`src/rtl/pipe_ctrl_pkg.sv`:
```
// -----------------------------------------------------------------------------
// pipe_ctrl_pkg
// Shared types for the pipeline stall/flush sequencer:
//   pipe_state_e : sequencer state encoding
//   pipe_ctl_t   : packed stall/flush/redirect vector, one bit per control line
//   pipe_dec_t   : result of one priority evaluation (next state + controls)
//   run_priority : the RUN-state arbitration, reused when MEM_WAIT resolves
// -----------------------------------------------------------------------------
package pipe_ctrl_pkg;

    typedef enum logic [1:0] {
        RUN       = 2'd0,
        MEM_WAIT  = 2'd1,
        DIV_WAIT  = 2'd2,
        EXC_FLUSH = 2'd3
    } pipe_state_e;

    typedef struct packed {
        logic stall_f;
        logic stall_d;
        logic stall_e;
        logic stall_m;
        logic flush_d;
        logic flush_e;
        logic flush_m;
        logic flush_w;
        logic exc_redirect;
    } pipe_ctl_t;

    typedef struct packed {
        pipe_state_e nxt;
        pipe_ctl_t   ctl;
    } pipe_dec_t;

    // Bit order: stall_f stall_d stall_e stall_m flush_d flush_e flush_m flush_w exc_redirect
    localparam pipe_ctl_t NO_STALL    = 9'b0000_0000_0;
    localparam pipe_ctl_t CTL_EXC     = 9'b0000_1110_1;
    localparam pipe_ctl_t CTL_MEM     = 9'b1111_0001_0;
    localparam pipe_ctl_t CTL_DIV     = 9'b1110_0010_0;
    localparam pipe_ctl_t CTL_IFETCH  = 9'b1000_1000_0;
    localparam pipe_ctl_t CTL_LOADUSE = 9'b1100_0100_0;
    localparam pipe_ctl_t CTL_KILL    = 9'b0000_1100_0;

    // Highest-priority cause wins; the caller masks mem_stall when a pending
    // data access completes so whatever was queued behind it is honoured.
    function automatic pipe_dec_t run_priority(input logic exc,
                                               input logic mem_stall,
                                               input logic div_start,
                                               input logic if_stall,
                                               input logic load_use);
        pipe_dec_t d;
        d.nxt = RUN;
        d.ctl = NO_STALL;
        if (exc) begin
            d.nxt = EXC_FLUSH;
            d.ctl = CTL_EXC;
        end else if (mem_stall) begin
            d.nxt = MEM_WAIT;
            d.ctl = CTL_MEM;
        end else if (div_start) begin
            d.nxt = DIV_WAIT;
            d.ctl = CTL_DIV;
        end else if (if_stall) begin
            d.ctl = CTL_IFETCH;
        end else if (load_use) begin
            d.ctl = CTL_LOADUSE;
        end
        return d;
    endfunction

endpackage

```
`src/rtl/pipe_perf_cnt.sv`:
```
// -----------------------------------------------------------------------------
// pipe_perf_cnt
// Free-running stall performance counters, wrapping at all-ones.
// Ports:
//   clk             core clock
//   rst             asynchronous active-low reset, clears both counters
//   stall_inc_i     count this cycle in stall_cnt_o (front-end stalled)
//   mem_inc_i       count this cycle in mem_stall_cnt_o (memory stall driven)
//   stall_cnt_o     cycles with StallF high
//   mem_stall_cnt_o cycles spent waiting on a data access
// -----------------------------------------------------------------------------
module pipe_perf_cnt #(
    parameter int unsigned CNT_W = 32
) (
    input  logic             clk,
    input  logic             rst,
    input  logic             stall_inc_i,
    input  logic             mem_inc_i,
    output logic [CNT_W-1:0] stall_cnt_o,
    output logic [CNT_W-1:0] mem_stall_cnt_o
);

    logic [CNT_W-1:0] stall_cnt_q, stall_cnt_d;
    logic [CNT_W-1:0] mem_cnt_q,   mem_cnt_d;

    always_comb begin
        stall_cnt_d = stall_cnt_q;
        mem_cnt_d   = mem_cnt_q;
        if (stall_inc_i) stall_cnt_d = stall_cnt_q + 1'b1;
        if (mem_inc_i)   mem_cnt_d   = mem_cnt_q + 1'b1;
    end

    always_ff @(posedge clk or negedge rst) begin
        if (!rst) begin
            stall_cnt_q <= '0;
            mem_cnt_q   <= '0;
        end else begin
            stall_cnt_q <= stall_cnt_d;
            mem_cnt_q   <= mem_cnt_d;
        end
    end

    assign stall_cnt_o     = stall_cnt_q;
    assign mem_stall_cnt_o = mem_cnt_q;

endmodule

```
`src/rtl/pipe_stall_ctrl.sv`:
```
// -----------------------------------------------------------------------------
// pipe_stall_ctrl
// Central stall/flush sequencer for the five-stage core. Decides every cycle,
// combinationally from state and inputs, whether each pipeline register holds,
// passes or is cleared.
//
// Optional feature macro: PIPE_PERF_CNT_EN adds StallCnt / MemStallCnt.
//
// Ports:
//   clk, rst                 core clock, asynchronous active-low reset
//   InstReqF / InstOkF       fetch handshake
//   DataReqM / DataOkM       MEM-stage data handshake
//   DivStartE / DivDoneE     iterative divider start level / done pulse
//   LoadUseD                 load-use hazard in D
//   ExcValidM                exception in MEM
//   StallF/D/E/M             hold PC / if2id / id2ex / ex2mem
//   FlushD/E/M/W             clear if2id / id2ex / ex2mem / mem2wb
//   ExcRedirectF             load exception vector into the PC
//   StallCnt, MemStallCnt    performance counters (PIPE_PERF_CNT_EN only)
//
// state     | meaning
// ----------+-----------------------------------------------------------------
// RUN       | normal issue; full priority arbitration every cycle
// MEM_WAIT  | data access outstanding; whole pipe frozen, W fed bubbles
// DIV_WAIT  | divider iterating; F/D/E frozen, M fed bubbles
// EXC_FLUSH | one cycle after redirect; kills the wrong-path fetch in D/E
// -----------------------------------------------------------------------------
module pipe_stall_ctrl
    import pipe_ctrl_pkg::*;
#(
    parameter int unsigned CNT_W = 32
) (
    input  logic             clk,
    input  logic             rst,
    input  logic             InstReqF,
    input  logic             InstOkF,
    input  logic             DataReqM,
    input  logic             DataOkM,
    input  logic             DivStartE,
    input  logic             DivDoneE,
    input  logic             LoadUseD,
    input  logic             ExcValidM,
    output logic             StallF,
    output logic             StallD,
    output logic             StallE,
    output logic             StallM,
    output logic             FlushD,
    output logic             FlushE,
    output logic             FlushM,
    output logic             FlushW,
    output logic             ExcRedirectF
`ifdef PIPE_PERF_CNT_EN
    ,
    output logic [CNT_W-1:0] StallCnt,
    output logic [CNT_W-1:0] MemStallCnt
`endif
);

    pipe_state_e state_q, state_d;
    pipe_ctl_t   ctl, ctl_o;
    pipe_dec_t   run_dec, resume_dec;

    assign run_dec    = run_priority(ExcValidM, DataReqM & ~DataOkM, DivStartE,
                                     InstReqF & ~InstOkF, LoadUseD);
    // Data access just completed: same arbitration without the memory term.
    assign resume_dec = run_priority(ExcValidM, 1'b0, DivStartE,
                                     InstReqF & ~InstOkF, LoadUseD);

    always_comb begin
        state_d = state_q;
        ctl     = NO_STALL;
        unique case (state_q)
            RUN: begin
                state_d = run_dec.nxt;
                ctl     = run_dec.ctl;
            end
            MEM_WAIT: begin
                if (!DataOkM) begin
                    ctl = CTL_MEM;
                end else begin
                    state_d = resume_dec.nxt;
                    ctl     = resume_dec.ctl;
                end
            end
            DIV_WAIT: begin
                // M holds a bubble here, so ExcValidM cannot occur.
                if (!DivDoneE) begin
                    ctl = CTL_DIV;
                end else begin
                    state_d = RUN;
                end
            end
            EXC_FLUSH: begin
                ctl     = CTL_KILL;
                state_d = RUN;
            end
            default: begin
                state_d = RUN;
            end
        endcase
    end

    always_ff @(posedge clk or negedge rst) begin
        if (!rst) state_q <= RUN;
        else      state_q <= state_d;
    end

    // Outputs must read zero for as long as reset is held, not just after it.
    assign ctl_o = rst ? ctl : NO_STALL;

    assign StallF       = ctl_o.stall_f;
    assign StallD       = ctl_o.stall_d;
    assign StallE       = ctl_o.stall_e;
    assign StallM       = ctl_o.stall_m;
    assign FlushD       = ctl_o.flush_d;
    assign FlushE       = ctl_o.flush_e;
    assign FlushM       = ctl_o.flush_m;
    assign FlushW       = ctl_o.flush_w;
    assign ExcRedirectF = ctl_o.exc_redirect;

`ifdef PIPE_PERF_CNT_EN
    // StallM is driven only by the memory-stall pattern, so it marks exactly
    // the cycles spent waiting on a data access, including the request cycle.
    pipe_perf_cnt #(
        .CNT_W (CNT_W)
    ) u_perf (
        .clk             (clk),
        .rst             (rst),
        .stall_inc_i     (ctl_o.stall_f),
        .mem_inc_i       (ctl_o.stall_m),
        .stall_cnt_o     (StallCnt),
        .mem_stall_cnt_o (MemStallCnt)
    );
`else
    // CNT_W only shapes the counters; keep the parameter referenced and sane.
    if (CNT_W < 1) begin : g_cnt_w_invalid
    end
`endif

endmodule

```
`config.mk`:
```
export PLATFORM = sky130hd
export DESIGN_NAME = pipe_stall_ctrl
export DESIGN_NICKNAME = d
export VERILOG_FILES = /design/src/rtl/pipe_ctrl_pkg.sv /design/src/rtl/pipe_perf_cnt.sv /design/src/rtl/pipe_stall_ctrl.sv
export SDC_FILE = /design/constraint.sdc
export NUM_CORES = 1
export LEC_CHECK = 0
export ABC_CLOCK_PERIOD_IN_PS = 1400
export BUFFER_PORTS_ARGS = -buffer_cell sky130_fd_sc_hd__buf_2
export CAP_MARGIN = 15
export CELL_PAD_IN_SITES_DETAIL_PLACEMENT = 0
export CELL_PAD_IN_SITES_GLOBAL_PLACEMENT = 1
export CORE_AREA = 2 2 39 41
export DETAILED_ROUTE_END_ITERATION = 7
export DIE_AREA = 0 0 41 43
export PLACE_DENSITY = 0.69
export SLEW_MARGIN = 20
export SYNTH_ARGS = -nofsm -noshare
export SYNTH_HDL_FRONTEND = slang
export SYNTH_HIERARCHICAL = 1
export SYNTH_SLANG_ARGS = --single-unit
```
`constraint.sdc`:
```
create_clock -name clk -period 1.4 [get_ports clk]
set_clock_uncertainty 0.1 [all_clocks]
set_input_delay 0 -clock clk [delete_from_list [all_inputs] [get_ports clk]]
set_output_delay 0 -clock clk [all_outputs]
set_load 0.005 [all_outputs]
```
==> impl_metrics.toml <==
[finish]
area_growth_pct = 74.55
layout.nets = 76
layout-drive-gt1-share = 0.5625
largestRegisters = "state_q: 2 flops"
regMostFlops = "state_q"
largest_reg_flops = 2
antenna_cells = 0

[sta]
timing.hold.ws_ns = 0.04739
worst_slack_ns = 0.002591
rsz0062_at_grt = "true"
maxSlewHeadroom = 0.8319
setup_violations = 0
post-route-min-period_ns = 1.397
finalCritPeriodShare = 0.9981
tightest_slew_ns = 0.2522
maxSlewViolCount = 0
fmax_ghz = 0.7156
hold_viol_final = 0

[yosys]
synth_area_um2 = 280.3
synth_top_cell_area_share = 0.1786
ys_async_sr_fraction = 1.000
synth_edf_count = 0
ys.flop_type = "dfrtp_1"
yosysUniqueCellTypes = 22
syn_nets = 48
synth_commonest_cells = "inv_1 (4), nor2_1 (4), a21oi_1 (3), nand2_1 (3), nor3b_1 (3)"
synth_area_per_cell_um2 = 7.376
seq_area_frac_synth = 0.1786
netlist_instances = 38
synth-seq-cells = 2
yosysWarningCount = 6
yosysTopAreaCell = "dfrtp_1"
ys_top_cells_by_area = "dfrtp_1 (18%), nand2b_4 (9.8%), nor3b_1 (8.0%), a21oi_1 (5.4%), inv_1 (5.4%)"

[critical_path]
crit_type = "flop to output port"
critPathMaxStageDelay_ns = 0.42
r2r-start = "state_q[0]$_DFFE_PN0P_"
worst-r2r-setup-slack_ns = 0.32
critPathLaunchType = "flop"
end_kind = "output port"
cp.arrival_ns = 1.30
reg2reg_depth = 3
crit_fanout = 6
critical-path-top-delay-family = "flip-flops"
cp.buffers_inverters = 1
cp_data_required_time_ns = 1.30
cp_cell_sequence = "nand2b_4 > a211o_1 > o211ai_1 > buf_2"
rr_endpoint = "state_q[1]$_DFFE_PN0P_"
cp_slowest_cell = "dfrtp_2"

[clock_tree]
numCtsBuffers = 3
htree_levels = 1
cts_tree = "done"
clock_latency_ns = 0.22
cts_buffer_depth = 2
root_buffer = "clkbuf_4"
path_clk_slew_ns = 0.03
clock-sinks = 2

[place]
place_ws_ns = 0.1691
io_buffers = 18
gp_congestion = 0.7720
dpl.hpwl_um = 602.7

[floorplan]
die-area_um2 = 1763
die_w_um = 41
ios = 19
core.rowCount = 14
initial_core_util = 0.2025
fp.dieH_um = 43
design.core.area_um2 = 1384

[routing]
first_pass_iters = 4
drc = 0
antenna_left = 0
drt-initial-drc-count = 5
finalWirelength_um = 867
vias = 380
wl_per_cell_um = 10.84
vias_per_cell = 4.750

[pwr]
p_total_mw = 0.6111
power.switching_mw = 0.2326
internal_power_mw = 0.3785
leakage_nw = 0.2418
power.density_nw_per_um2 = 1249
sw_frac_of_total = 0.3806
combPwrFrac = 0.591
p_clk_frac = 0.207
pwr-share-seq = 0.202
vdd_drop_max_mv = 0.7850

[global_route]
grt-ovfl-total = 0
grt_pass1_vias = 337
grt_max_degree = 7
track_usage = 0.1103
grt_pass1_wl_um = 1311
grt_antenna_before_repair = 0

[hold_path]
hp-class = "primary input to flop"
whs_endpoint = "state_q[0]$_DFFE_PN0P_"
hp-start = "DataReqM"
holdPathStages = 3

[run_status]
status = "completed"

[job]
maxCapViolCount = 0
-- worst register-to-register path, cell delays in order, from the launching register on --
cell     delay, ns
dfrtp_2       0.43
inv_2         0.09
a21oi_2       0.09
o32ai_1       0.27
-- placed cells by master (no fill, tap or decap), drive strengths merged, types with 2 or more instances in the layout --
cell and instances:
o21ai 2, o211ai 2, nand2 3, clkbuf 3
buf 21, nor3b 3, nand2b 3, inv 4
a21oi 4, dfrtp 2, dlygate4sd3 3, nor2 4
-- layout make-up --
type                            count  area [µm²]
Sequential cell                     2       52.55
Fill cell                         153       894.6
Tap cell                           16       20.02
Timing Repair Buffer               24       142.6
Clock buffer                        3       22.52
Multi-Input combinational cell     31       236.5
Inverter                            4       15.01
-- what timing repair did --
item | CTS | global route
gates resized for setup | 1 | 8
hold endpoints to repair | 4 | 0
hold buffers | 3 | 0
endpoints found under the setup margin | 5 | 7
gates cloned | 0 | 0
pin swaps | 1 | 0
setup buffers | 2 | 1
-- metal layers --
layer / part of all wire / vias up / wire length (µm) / GRT usage
li1: - / 192 / - / -
met1: 0.42 / 180 / 362 / 0.1571
met2: 0.53 / 8 / 459 / 0.1344
met3: 0.052 / 0 / 45 / 0.03141
met4: 0 / 0 / 0 / 0.08000
met5: 0 / - / 0 / 0
-- cells by family (layout without fill, tap and decap cells) --
family          Yosys count  in the layout  share of synthesized area
simple gates             16             16                     0.3661
compound gates           15             15                     0.3750
buf+inv                   5             31                    0.08035
flops                     2              2                     0.1786
-- through the flow --
stage / setup TNS (ns) / instances / utilization / area (µm²)
global placement: 0 / 71 / 0.2767 / 382.9
finish: 0 / 80 / 0.3535 / 489.2
detailed placement: 0 / 71 / 0.2767 / 382.9
floorplan: 0 / 38 / - / 280.3
global route: -0.1991 / 80 / 0.3535 / 489.2
CTS: -0.001789 / 79 / 0.3255 / 450.4
-- worst max path at each step --
stage | endpoint | start | slack [ns] | cells past startpoint
after CTS | StallD | state_q[1]$_DFFE_PN0P_ | -0.002 | 4
after floorplan | StallM | state_q[1]$_DFFE_PN0P_ | 0.26 | 4
final | StallD | state_q[1]$_DFFE_PN0P_ | 0.003 | 4
after global routing | StallD | state_q[1]$_DFFE_PN0P_ | -0.05 | 4
after detailed placement | StallD | state_q[1]$_DFFE_PN0P_ | 0.17 | 4
after global placement | StallD | state_q[1]$_DFFE_PN0P_ | 0.19 | 4
-- power by group through the flow --
stage	clock [mW]	combinational [mW]	sequential, mW
2_1_floorplan	0	0.175	0.110
3_3_place_gp	0	0.273	0.118
3_5_place_dp	0	0.268	0.118
4_1_cts	0.136	0.318	0.113
5_1_grt	0.138	0.400	0.131
6_report	0.126	0.361	0.123
Note: power is estimated with default switching activity, not from simulation.
